File: src/rtl/reg_file_dec.sv
// Small register file: one write port with one-hot decode, two registered read ports
// with optional write-to-read forwarding, per-entry valid bits and a valid-entry count.
module reg_file_dec #(
   parameter int WIDTH  = 8,
   parameter int AW     = 3,
   parameter int BYPASS = 1
) (
   input  logic                  clk,
   input  logic                  rst_n,
   input  logic                  clr,
   input  logic                  we,
   input  logic [AW-1:0]         waddr,
   input  logic [WIDTH-1:0]      wdata,
   input  logic                  re0,
   input  logic                  re1,
   input  logic [AW-1:0]         raddr0,
   input  logic [AW-1:0]         raddr1,
   output logic [WIDTH-1:0]      rdata0,
   output logic [WIDTH-1:0]      rdata1,
   output logic                  rvalid0,
   output logic                  rvalid1,
   output logic [(2**AW)-1:0]    wsel,
   output logic [AW:0]           valid_cnt,
   output logic                  full
);

   localparam int DEPTH = 2 ** AW;

   logic [WIDTH-1:0] mem [DEPTH];
   logic [DEPTH-1:0] valid;
   logic             do_write;
   logic             fwd0;
   logic             fwd1;

   assign do_write = we & ~clr;
   assign fwd0     = (BYPASS != 0) && do_write && (waddr == raddr0);
   assign fwd1     = (BYPASS != 0) && do_write && (waddr == raddr1);
   assign full     = (valid_cnt == (AW+1)'(DEPTH));

   // NOTE: give wsel a default before the conditional write so no latch is inferred.
   always_comb begin
      wsel = '0;
      if (do_write) wsel[waddr] = 1'b1;
   end

   // NOTE: the storage array sits under the async reset because a reset must wipe
   // every stored word immediately; this rules out a RAM macro, which is fine at this size.
   always_ff @(posedge clk or negedge rst_n) begin
      if (!rst_n) begin
         for (int i = 0; i < DEPTH; i++) mem[i] <= '0;
         valid     <= '0;
         valid_cnt <= '0;
      end else if (clr) begin
         for (int i = 0; i < DEPTH; i++) mem[i] <= '0;
         valid     <= '0;
         valid_cnt <= '0;
      end else if (we) begin
         mem[waddr]   <= wdata;
         valid[waddr] <= 1'b1;
         if (!valid[waddr]) valid_cnt <= valid_cnt + 1'b1;
      end
   end

   // Read ports see pre-write contents unless forwarding is enabled.
   always_ff @(posedge clk or negedge rst_n) begin
      if (!rst_n) begin
         rdata0  <= '0;
         rvalid0 <= 1'b0;
         rdata1  <= '0;
         rvalid1 <= 1'b0;
      end else begin
         if (re0) begin
            if (clr) begin
               rdata0  <= '0;
               rvalid0 <= 1'b0;
            end else if (fwd0) begin
               rdata0  <= wdata;
               rvalid0 <= 1'b1;
            end else begin
               rdata0  <= mem[raddr0];
               rvalid0 <= valid[raddr0];
            end
         end
         if (re1) begin
            if (clr) begin
               rdata1  <= '0;
               rvalid1 <= 1'b0;
            end else if (fwd1) begin
               rdata1  <= wdata;
               rvalid1 <= 1'b1;
            end else begin
               rdata1  <= mem[raddr1];
               rvalid1 <= valid[raddr1];
            end
         end
      end
   end

endmodule

File: config.mk
export PLATFORM = sky130hd
export DESIGN_NAME = reg_file_dec
export DESIGN_NICKNAME = d
export VERILOG_FILES = /design/src/rtl/reg_file_dec.sv
export SDC_FILE = /design/constraint.sdc
export NUM_CORES = 1
export LEC_CHECK = 0
export CORE_MARGIN = 2
export CORE_UTILIZATION = 25
export CTS_CLUSTER_DIAMETER = 50
export DETAILED_ROUTE_END_ITERATION = 12
export HOLD_SLACK_MARGIN = 0.05
export SLEW_MARGIN = 30
export SYNTH_ARGS = -nofsm -noshare
export SYNTH_HDL_FRONTEND = slang
export SYNTH_SLANG_ARGS = --single-unit
File: constraint.sdc
create_clock -name clk -period 3 [get_ports clk]
set_input_delay 0.6 -clock clk [delete_from_list [all_inputs] [get_ports clk]]
set_output_delay 0.6 -clock clk [all_outputs]
set_load 0.01 [all_outputs]
==> report_table.html <==
<table>
<tr><th>Metric</th><th>Value</th></tr>
<tr><th colspan="2">Floorplanning</th></tr>
<tr><td>Starting density of the core</td><td>between 20% and 30%</td></tr>
<tr><td>Die outline area</td><td>about 0.021 mm²</td></tr>
<tr><td>Core box area</td><td>0.0195 mm²</td></tr>
<tr><td>Site row count</td><td>between 50 and 60</td></tr>
<tr><td>Die Wd</td><td>between 100 and 150 µm</td></tr>
<tr><td>Vertical extent of the die</td><td>145 µm</td></tr>
<tr><td>Boundary Pins</td><td>54</td></tr>
<tr><th colspan="2">Logic synthesis</th></tr>
<tr><td>Leading cell types by count after synthesis</td><td>sky130_fd_sc_hd__dfrtp_1, sky130_fd_sc_hd__a22o_1, sky130_fd_sc_hd__mux4_2, sky130_fd_sc_hd__a21oi_1, sky130_fd_sc_hd__nand2_1</td></tr>
<tr><td>#FFs+latches synth</td><td>94</td></tr>
<tr><td>Synth warnings</td><td>0</td></tr>
<tr><td>Sequential area share after synthesis</td><td>47.5%</td></tr>
<tr><td>Synth async-reset ratio</td><td>100%</td></tr>
<tr><td>Net Count, Synth</td><td>about 410</td></tr>
<tr><td>Unique masters post-synth</td><td>38</td></tr>
<tr><td>Top post-synthesis cells by area</td><td>sky130_fd_sc_hd__dfrtp_1, sky130_fd_sc_hd__mux4_2, sky130_fd_sc_hd__a22o_1</td></tr>
<tr><td>Cell taking the most area after synthesis</td><td>sky130_fd_sc_hd__dfrtp_1</td></tr>
<tr><td>Top FF cell, synth</td><td>sky130_fd_sc_hd__dfrtp_1</td></tr>
<tr><td>Post-synthesis instance area</td><td>~0.0049 mm²</td></tr>
<tr><td>Cell with the most instances after synthesis</td><td>sky130_fd_sc_hd__dfrtp_1</td></tr>
<tr><td>Post-synthesis average cell area</td><td>between 10 and 15 µm²</td></tr>
<tr><td>Post-synth EDFFs</td><td>0</td></tr>
<tr><td>Area share of the largest cell type after synthesis</td><td>47.5%</td></tr>
<tr><td>Cell count after synthesis</td><td>around 380</td></tr>
<tr><th colspan="2">Timing</th></tr>
<tr><td>Max Clock Freq</td><td>~340 MHz</td></tr>
<tr><td>Final hold violation count</td><td>0</td></tr>
<tr><td>Clk_skew</td><td>approximately 0.0047 ns</td></tr>
<tr><td>Final critical delay including setup and external delays</td><td>between 2 and 3 ns</td></tr>
<tr><td>Post-route setup TNS</td><td>0 ns</td></tr>
<tr><td>Number of pins exceeding their max-slew limit in the final report</td><td>0</td></tr>
<tr><td>RSZ-0062 raised after global routing</td><td>false</td></tr>
<tr><td>Final Setup Violations</td><td>0</td></tr>
<tr><td>Final hold slack</td><td>~0.30 ns</td></tr>
<tr><td>Worst-margin pin slew</td><td>0.765 ns</td></tr>
<tr><td>Portion of the clock cycle consumed by the worst path in the final layout</td><td>just under 100%</td></tr>
<tr><td>Worst slew margin relative to its limit</td><td>between 40% and 50%</td></tr>
<tr><th colspan="2">Setup path</th></tr>
<tr><td>Kind of cell with the highest combined delay on the critical path</td><td>buffers and inverters</td></tr>
<tr><td>Maximum single-stage delay on the critical path</td><td>0.60 ns</td></tr>
<tr><td>Crit end category</td><td>output pin</td></tr>
<tr><td>Critical path data required time</td><td>2.40 ns</td></tr>
<tr><td>Crit start category</td><td>input pin</td></tr>
<tr><td>Worst Setup Path Type</td><td>input pin to output pin</td></tr>
<tr><td>Buffers &amp; Inverters on Critical Path</td><td>2</td></tr>
<tr><td>Cell with the biggest individual delay on the critical path</td><td>sky130_fd_sc_hd__clkdlybuf4s50_1</td></tr>
<tr><td>Most prevalent standard cell on the critical path</td><td>sky130_fd_sc_hd__clkdlybuf4s50_1</td></tr>
<tr><td>Arrival time at the worst endpoint</td><td>between 2 and 2.5 ns</td></tr>
<tr><td>Largest fanout on the critical path</td><td>4</td></tr>
<tr><td>Cell-by-cell trace of the critical path</td><td>clkdlybuf4s50_1, nand3b_1, nor2_2, clkdlybuf4s50_1</td></tr>
<tr><th colspan="2">Finish</th></tr>
<tr><td>Layout net count</td><td>about 480</td></tr>
<tr><td>Area growth from synthesis to layout</td><td>26.1%</td></tr>
<tr><td>Fillers</td><td>a little under 2k</td></tr>
<tr><td>Share of layout cells above drive strength 1</td><td>20.3%</td></tr>
<tr><td>Diode insertion count for antenna repair</td><td>0</td></tr>
<tr><td>Area of the multi-input gates</td><td>around 0.0024 mm²</td></tr>
<tr><td>Register Area</td><td>approximately 0.0024 mm²</td></tr>
<tr><th colspan="2">Min path</th></tr>
<tr><td>Min-delay worst type</td><td>input pin to async pin</td></tr>
<tr><th colspan="2">Route</th></tr>
<tr><td>Drt first pass iters</td><td>5</td></tr>
<tr><td>Uppermost routed layer</td><td>met4</td></tr>
<tr><td>DR DRC count</td><td>0</td></tr>
<tr><td>WL met3</td><td>~1.2 mm</td></tr>
<tr><td>Met1 WL</td><td>5.99 mm</td></tr>
<tr><td>Total length of routed wires</td><td>15.2 mm</td></tr>
<tr><td>Initial DRC Count</td><td>359</td></tr>
<tr><td>Mean routed wirelength per cell</td><td>between 20 and 25 µm</td></tr>
<tr><td>Met2 WL post-DR</td><td>about 7.6 mm</td></tr>
<tr><td>Vias after detailed routing</td><td>3759</td></tr>
<tr><td>Post-detailed-route via-to-cell ratio</td><td>approximately 5.2</td></tr>
<tr><td>Antenna viol nets, final</td><td>0</td></tr>
<tr><th colspan="2">Power</th></tr>
<tr><td>Leak pwr</td><td>roughly 0.0027 µW</td></tr>
<tr><td>Combinational share of power</td><td>around 13%</td></tr>
<tr><td>Switching power of the nets</td><td>between 700 and 800 µW</td></tr>
<tr><td>Clock power frac</td><td>between 40% and 50%</td></tr>
<tr><td>Part of the total power dissipated in sequential elements</td><td>46.0%</td></tr>
<tr><td>Peak supply drop</td><td>around 290 µV</td></tr>
<tr><td>Switching fraction of total power</td><td>26.5%</td></tr>
<tr><td>Pwr per Cell Area</td><td>around 460 mW/mm²</td></tr>
<tr><td>Internal power summed over all cells</td><td>~2100 µW</td></tr>
<tr><th colspan="2">Global route</th></tr>
<tr><td>Largest net degree at the start of global routing</td><td>around 60</td></tr>
<tr><td>Grt ovf</td><td>0</td></tr>
<tr><td>Overall Global Routing Usage</td><td>between 15 and 20%</td></tr>
<tr><td>Number of global-route vias before repair</td><td>roughly 3.8k</td></tr>
<tr><td>First-pass GRT wire length</td><td>around 23 mm</td></tr>
<tr><td>Initial antenna violation count</td><td>0</td></tr>
<tr><th colspan="2">Clock tree</th></tr>
<tr><td>Total number of H-tree levels</td><td>3</td></tr>
<tr><td>Number of post-CTS setup repair buffers</td><td>0</td></tr>
<tr><td>Number of hold buffers added after CTS</td><td>0</td></tr>
<tr><td>Root Buffer Master</td><td>sky130_fd_sc_hd__clkbuf_16</td></tr>
<tr><td>Cts bufs inserted</td><td>9</td></tr>
<tr><td>Post-cts sizing count</td><td>0</td></tr>
<tr><td>Maximum clock insertion buffer count</td><td>2</td></tr>
<tr><td>Clock-pin slew of the registers on the worst-case setup and hold paths</td><td>about 0.07 ns</td></tr>
<tr><td># clock sinks</td><td>94</td></tr>
<tr><td>Clock tree from TritonCTS</td><td>built</td></tr>
<tr><td>Source-to-sink clock delay at the later pin of the worst-skew pair</td><td>0.35 ns</td></tr>
<tr><th colspan="2">Run status</th></tr>
<tr><td>Run status</td><td>finished, final reports clean</td></tr>
<tr><th colspan="2">Place</th></tr>
<tr><td>Gp weighted congestion</td><td>roughly 0.8</td></tr>
<tr><td>Number of port buffers</td><td>53</td></tr>
<tr><td>Hpwl dp</td><td>approximately 11 mm</td></tr>
<tr><th colspan="2">Run</th></tr>
<tr><td>Max-cap violations</td><td>0</td></tr>
</table>
final timing paths:
path / startpoint / to / slack [ns] / depth (start not counted)
worst max-delay path: waddr[0] / wsel[4] / 0.07 / 4
max in group asynchronous: rst_n / valid[7] / 2.03 / 2
min in group clk: rvalid0 / rvalid0 / 0.51 / 2
worst min register to register: rvalid0 / rvalid0 / 0.51 / 2
worst max register to register: valid[7] / valid_cnt[0] / 1.34 / 4
worst min-delay path: rst_n / rdata1[6] / 0.30 / 1
power by group through the flow:
stage               sequential (µW)  combinational, µW  clock [µW]
finish                         1330                370        1190
floorplan                      1350                197           0
CTS                            1330                373        1210
detailed placement             1350                372           0
global route                   1330                399        1260
global placement               1350                366           0
placed cells by master, fill, tap and decap left out, drive strengths merged, types with 3 or more instances in the layout:
master,netlist,layout
mux2i,21,21
nor2b,15,15
mux4,36,36
a22oi,9,9
a21oi,22,22
buf,22,37
clkdlybuf4s50,0,52
inv,4,7
o21ai,16,16
a21o,7,7
xor2,6,6
clkbuf,8,9
nor2,15,15
a22o,56,56
nand3b,3,3
nor3,3,3
a31oi,4,4
nand2,22,22
dfrtp,94,94
mux2,4,4
cell families after synthesis:
group / share of synthesized area, %
flops: 47.5
simple gates: 7.46
xor+xnor: 1.06
mux: 22.1
fa+ha+maj: 0.505
buf+inv: 3.69
compound gates: 17.7
per-stage QoR:
step                      instances  worst slack, ns  util [%]  total power (µW)  instance area (µm²)
after CTS                       724           0.0643      32.1              2910                 6240
after detailed placement        708           0.0643      30.5              1720                 5940
final                           724           0.0735      32.1              2880                 6240
after floorplan                 384            0.847         -              1540                 4950
after global placement          708           0.0995      30.5              1710                 5940
after global routing            724          0.00225      32.1              2990                 6240
worst reg2reg max path, cell delays in order (launching register included):
cell and delay (ns):
sky130_fd_sc_hd__dfrtp_1 0.41, sky130_fd_sc_hd__mux2_2 0.28, sky130_fd_sc_hd__a2bb2oi_1 0.16, sky130_fd_sc_hd__a21boi_0 0.33, sky130_fd_sc_hd__mux2_2 0.37
registers in the layout (all words and copies together), names as in the netlist:
register / count
valid_cnt: 4
rvalid1: 1
valid: 8
rdata1: 8
mem: 64
rvalid0: 1
rdata0: 8
per-layer routing:
layer  track usage [%]  vias up
li1                  -     1629
met1              19.1     1931
met2              25.0      172
met3              4.21       27
met4              4.70        0
met5                 0        -
layout make-up:
class                   instances  share of cell area [%]
flip-flops and latches         94                    37.7
multi-input cells             256                    38.7
inverters                       4                   0.241
repair buffers                 89                    13.2
well taps                     265                    5.31
clock inverters                 7                    1.26
clock buffers                   9                    3.61
(Power assumes the default switching activity.)
